$ cat config.mk
export PLATFORM = sky130hd
export DESIGN_NAME = map_mem_arbiter
export DESIGN_NICKNAME = d
export VERILOG_FILES = /design/src/rtl/map_mem_arbiter_pkg.sv /design/src/rtl/map_addr_calc.sv /design/src/rtl/map_mem_arbiter.sv
export SDC_FILE = /design/constraint.sdc
export NUM_CORES = 1
export LEC_CHECK = 0
export ABC_AREA = 0
export BUFFER_PORTS_ARGS = -buffer_cell sky130_fd_sc_hd__buf_4
export CELL_PAD_IN_SITES_DETAIL_PLACEMENT = 1
export CELL_PAD_IN_SITES_GLOBAL_PLACEMENT = 1
export CORE_UTILIZATION = 30
export DETAILED_ROUTE_END_ITERATION = 12
export GPL_TIMING_DRIVEN = 0
export PLACE_DENSITY_LB_ADDON = 0.1
export SYNTH_ARGS = -nofsm -noshare
export SYNTH_HDL_FRONTEND = slang
export SYNTH_HIERARCHICAL = 1
export SYNTH_SLANG_ARGS = --single-unit
$ cat constraint.sdc
create_clock -name clk -period 5.2 [get_ports clk]
set_input_delay 0.78 -clock clk [delete_from_list [all_inputs] [get_ports clk]]
set_output_delay 0.78 -clock clk [all_outputs]
set_load 0.01 [all_outputs]
$ cat src/rtl/map_mem_arbiter_pkg.sv
// Shared types and constants for the maze cell memory arbiter (package map_arb_pkg).
package map_arb_pkg;

    localparam int GRID_DEF     = 19;
    localparam int ADDR_W_DEF   = 9;
    localparam int MAX_WAIT_DEF = 8;

    typedef enum logic [1:0] {
        NONE = 2'd0,
        VGA  = 2'd1,
        MV   = 2'd2,
        GEN  = 2'd3
    } req_tag_e;

    localparam logic [1:0] ST_SETUP = 2'b00;
    localparam logic [1:0] ST_PLAY  = 2'b01;
    localparam logic       WALL     = 1'b1;

endpackage

$ cat src/rtl/map_addr_calc.sv
// Combinational (x, y) -> linear cell address with out-of-range detection.
module map_addr_calc
    import map_arb_pkg::*;
#(
    parameter int GRID   = GRID_DEF,
    parameter int ADDR_W = ADDR_W_DEF
) (
    input  logic [4:0]        x_i,
    input  logic [4:0]        y_i,
    output logic [ADDR_W-1:0] addr_o,
    output logic              oob_o
);

    always_comb begin
        oob_o = (int'(x_i) >= GRID) || (int'(y_i) >= GRID);
        // In-range cells always fit, since GRID*GRID <= 2^ADDR_W.
        if (oob_o)
            addr_o = '0;
        else
            addr_o = ADDR_W'(y_i) * ADDR_W'(GRID) + ADDR_W'(x_i);
    end

endmodule

$ cat src/rtl/map_mem_arbiter.sv
// Single-port maze memory arbiter for VGA, move and generator requesters.
// Optional starvation guard for move/generator: define MAP_ARB_STARVE_GUARD_EN.
module map_mem_arbiter
    import map_arb_pkg::*;
#(
    parameter int GRID     = GRID_DEF,
    parameter int ADDR_W   = ADDR_W_DEF,
    parameter int MAX_WAIT = MAX_WAIT_DEF
) (
    input  logic              clk,
    input  logic              rst_sys,
    input  logic [1:0]        state,
    input  logic              vga_req,
    input  logic              mv_req,
    input  logic              gen_req,
    input  logic [4:0]        vga_x,
    input  logic [4:0]        vga_y,
    input  logic [4:0]        mv_x,
    input  logic [4:0]        mv_y,
    input  logic [4:0]        gen_x,
    input  logic [4:0]        gen_y,
    input  logic              gen_wdata,
    output logic              vga_gnt,
    output logic              mv_gnt,
    output logic              gen_gnt,
    output logic              vga_rvalid,
    output logic              mv_rvalid,
    output logic              rdata,
    output logic              oob,
    output logic              mem_en,
    output logic              mem_we,
    output logic [ADDR_W-1:0] mem_addr,
    output logic              mem_wdata,
    input  logic              mem_rdata
);

    req_tag_e          win;
    req_tag_e          tag_q, tag_d;
    logic              rd_oob_q, rd_oob_d;
    logic              last_q, last_d;
    logic              vga_el, mv_el, gen_el;
    logic              mv_starve, gen_starve;
    logic [4:0]        x_sel, y_sel;
    logic [ADDR_W-1:0] addr_c;
    logic              oob_c;

    assign vga_el = vga_req;
    assign mv_el  = mv_req  && (state == ST_PLAY);
    assign gen_el = gen_req && (state == ST_SETUP);

`ifdef MAP_ARB_STARVE_GUARD_EN
    localparam int WW = $clog2(MAX_WAIT + 1);
    logic [WW-1:0] mv_wait_q, mv_wait_d, gen_wait_q, gen_wait_d;

    assign mv_starve  = mv_el  && (mv_wait_q  == WW'(MAX_WAIT));
    assign gen_starve = gen_el && (gen_wait_q == WW'(MAX_WAIT));

    always_comb begin
        mv_wait_d  = mv_wait_q;
        gen_wait_d = gen_wait_q;
        if (win == MV)
            mv_wait_d = '0;
        else if (mv_el && (mv_wait_q != WW'(MAX_WAIT)))
            mv_wait_d = mv_wait_q + 1'b1;
        if (win == GEN)
            gen_wait_d = '0;
        else if (gen_el && (gen_wait_q != WW'(MAX_WAIT)))
            gen_wait_d = gen_wait_q + 1'b1;
    end

    always_ff @(posedge clk or posedge rst_sys) begin
        if (rst_sys) begin
            mv_wait_q  <= '0;
            gen_wait_q <= '0;
        end else begin
            mv_wait_q  <= mv_wait_d;
            gen_wait_q <= gen_wait_d;
        end
    end
`else
    assign mv_starve  = 1'b0;
    assign gen_starve = 1'b0;
`endif

    // Grants are held off while reset is asserted so the port is quiet.
    always_comb begin
        win = NONE;
        if (rst_sys)
            win = NONE;
        else if (mv_starve && (!gen_starve || !last_q))
            win = MV;
        else if (gen_starve)
            win = GEN;
        else if (vga_el)
            win = VGA;
        else if (mv_el && (!gen_el || !last_q))
            win = MV;
        else if (gen_el)
            win = GEN;
    end

    assign vga_gnt = (win == VGA);
    assign mv_gnt  = (win == MV);
    assign gen_gnt = (win == GEN);

    always_comb begin
        x_sel = '0;
        y_sel = '0;
        case (win)
            VGA:     begin x_sel = vga_x; y_sel = vga_y; end
            MV:      begin x_sel = mv_x;  y_sel = mv_y;  end
            GEN:     begin x_sel = gen_x; y_sel = gen_y; end
            default: begin x_sel = '0;    y_sel = '0;    end
        endcase
    end

    map_addr_calc #(
        .GRID   (GRID),
        .ADDR_W (ADDR_W)
    ) u_addr (
        .x_i    (x_sel),
        .y_i    (y_sel),
        .addr_o (addr_c),
        .oob_o  (oob_c)
    );

    always_comb begin
        oob       = (win != NONE) && oob_c;
        mem_en    = (win != NONE) && !oob_c;
        mem_we    = (win == GEN)  && !oob_c;
        mem_addr  = (win != NONE) ? addr_c : '0;
        mem_wdata = (win == GEN)  ? gen_wdata : 1'b0;
    end

    always_comb begin
        tag_d    = NONE;
        rd_oob_d = 1'b0;
        last_d   = last_q;
        if (win == VGA || win == MV) begin
            tag_d    = win;
            rd_oob_d = oob_c;
        end
        if (win == MV)
            last_d = 1'b1;
        else if (win == GEN)
            last_d = 1'b0;
    end

    always_ff @(posedge clk or posedge rst_sys) begin
        if (rst_sys) begin
            tag_q    <= NONE;
            rd_oob_q <= 1'b0;
            last_q   <= 1'b0;
        end else begin
            tag_q    <= tag_d;
            rd_oob_q <= rd_oob_d;
            last_q   <= last_d;
        end
    end

    // Out-of-range reads return a wall without touching the memory.
    assign vga_rvalid = (tag_q == VGA);
    assign mv_rvalid  = (tag_q == MV);
    assign rdata      = (tag_q == NONE) ? 1'b0 : (rd_oob_q ? WALL : mem_rdata);

endmodule

==> qor.yml <==
yosys.area.top_type_share_pct: 20.1
path_class: "in -> out"
drt_iter0_markers: 19
clock_path_buffers: 2
cts_tree: "done"
powerDensity_mw_per_mm2: 126
postRouteAntennaNets: 0
drv_slew: 0
drive_above_1_share_pct: 48.9
syn-cell-area_mm2: 0.00118
hold_violations: 0
num_antenna_cells: 0
post_drt_via_cell_ratio: 5.06
p_seq_share_pct: 9.9
routed_wl_mm: 4.09
nets: 290
cts_buffers: 3
pwr-share-comb_pct: 63.8
overflow: 0
die_h_um: 64.7
hpwlAfterDp_mm: 3.03
syn2layout_area_growth_pct: 66.5
finalSetupTns_ns: 0
tightestPinTransition_ns: 0.703
synth_seq_cells: 3
critPathRequiredTime_ns: 4.42
h-tree-depth: 1
dp_cells: 252
syn_area_per_cell_um2: 8.03
grt_usage_pct: 20.0
clock_sinks: 3
drc: 0
p_sw_mw: 0.0862
die_area_mm2: 0.00419
via_count: 1382
final_cell_mix: "75 x buf_4, 21 x inv_1, 13 x ha_1, 10 x and3_1, 9 x nor3b_1"
synth_cells: 147
yosys_warnings: 6
layout_commonest_cell: "buf_4"
grt_max_degree: 14
max_cap_viol_count: 0
yosysSeqAreaShare_pct: 6.36
p_int_mw: 0.162
routabilityCongestion: 0.743
clk_pin_slew_ns: 0.03
peakVddDrop_mv: 0.0589
grt_pass1_vias: 1401
antenna_found_initial: 0
crit_path_max_fanout: 5
start_kind: "primary input"
max_slew_margin_pct: 53.1
firstDrtPassIters: 4
post-route-period-util_pct: 97.8
start_util_pct: 31.8
die_w_um: 64.7
outcome: "finished, final reports clean"
grt_pass1_wl_mm: 6.60
clkPwrFrac_pct: 26.3
arrival_ns: 4.31
clockRootBuffer: "clkbuf_8"
netlist_top_cells_area: "ha_1 20%, fa_1 10%, inv_1 8.6%, a221o_1 7.6%, nor3b_1 7.0%"
setup_viol: 0
max_freq_ghz: 0.197
ios: 58
synthDistinctLibCells: 37
synth.largest_area_cell: "ha_1"
instances_no_fill: 273
p_leak_nw: 1.02
hp-class: "in -> async"
row_count: 22
core-area_mm2: 0.00372
setup.worst_path.end_class: "primary output"
wire_per_inst_um: 15.0
portBuffers: 57
power_switching_share_pct: 34.8
syn_nets: 211
period_needed_ns: 5.09
[cell type report]
class | count | area (µm²)
multi-input cells | 111 | 1080
fillers | 456 | 1750
well taps | 48 | 60.1
plain buffers | 6 | 43.8
inverters | 27 | 101
clock buffers | 4 | 45.0
flip-flops and latches | 3 | 75.1
repair buffers | 74 | 556
[path summary, 6_finish.rpt]
kind	start	to	slack (ns)	cells past startpoint
setup / recovery	state[0]	mem_addr[8]	0.11	17
hold / removal	rst_sys	rd_oob_q	0.81	3
max in group asynchronous	rst_sys	tag_q[1]	4.26	3
min in group clk	mv_req	tag_q[1]	0.90	2
[sequential cells by signal, indices dropped and copies added, names as in the netlist]
| register | count |
|---|---|
| rd_oob_q | 1 |
| tag_q | 2 |
[routing by layer]
layer  vias up  routed length (µm)  GRT usage, %
met5         -                   0             0
met1       663                1670          24.6
met4         0                  23          2.50
met2        35                2260          38.7
met3         2                 133         0.704
li1        682                   -             -
[stage by stage]
step	power, mW	setup WS, ns	utilization (%)	area [µm²]	hold WS, ns
finish	0.248	0.114	52.9	1960	0.809
global route	0.271	-0.0183	52.9	1960	0.873
CTS	0.224	0.00236	47.8	1780	0.823
detailed placement	0.151	-0.528	44.9	1670	1.01
global placement	0.147	-0.458	44.9	1670	0.986
floorplan	0.0981	0.281	-	1180	0.746
[kinds of logic after synthesis]
family,Yosys count,synth area share (%)
simple gates,54,28.5
buf+inv,33,11.6
compound gates,29,20.6
fa+ha+maj,25,30.3
mux,3,2.65
flops,3,6.36
[synthesized netlist by cell type (all sizes together)]
| master | n |
|---|---|
| o22a | 1 |
| o21a | 2 |
| nand2 | 4 |
| a21o | 1 |
| and4 | 2 |
| mux2 | 1 |
| clkbuf | 1 |
| a31oi | 4 |
| o221ai | 1 |
| mux2i | 2 |
| nor2b | 7 |
| buf | 5 |
| o21ai | 2 |
| a21oi | 3 |
| a311oi | 1 |
| and3 | 10 |
| a211oi | 4 |
| dfrtp | 3 |
| o31a | 1 |
| fa | 6 |
| nand3b | 1 |
| nand3 | 1 |
| nor2 | 10 |
| nand2b | 1 |
| nor3 | 5 |
| or3b | 1 |
| ha | 19 |
| a221o | 9 |
| inv | 27 |
| nor3b | 12 |
[worst max-delay path, cell delays in order]
cell	delay (ns)
buf_4	0.14
nor3b_4	0.22
buf_6	0.13
nand3_2	0.09
a311oi_4	0.34
inv_2	0.10
fa_1	0.48
inv_1	0.06
ha_4	0.16
fa_1	0.50
ha_4	0.31
o21a_1	0.12
o31a_1	0.20
mux2i_1	0.21
a31oi_1	0.11
nor3b_2	0.20
buf_4	0.15
[what timing repair did]
item | 4_1_cts | 5_1_grt
setup buffers | 5 | 12
pin swaps | 2 | 9
endpoints found under the setup margin | 5 | 4
hold buffers | 0 | 0
gates resized for setup | 8 | 19
[power groups by stage]
| stage | Clock [mW] | Sequential [mW] | Combinational, mW |
|---|---|---|---|
| floorplan | 0 | 0.0248 | 0.0733 |
| global placement | 0 | 0.0248 | 0.122 |
| detailed placement | 0 | 0.0249 | 0.126 |
| CTS | 0.0667 | 0.0246 | 0.132 |
| global route | 0.0704 | 0.0247 | 0.176 |
| finish | 0.0652 | 0.0246 | 0.158 |
(Power assumes the default switching activity.)
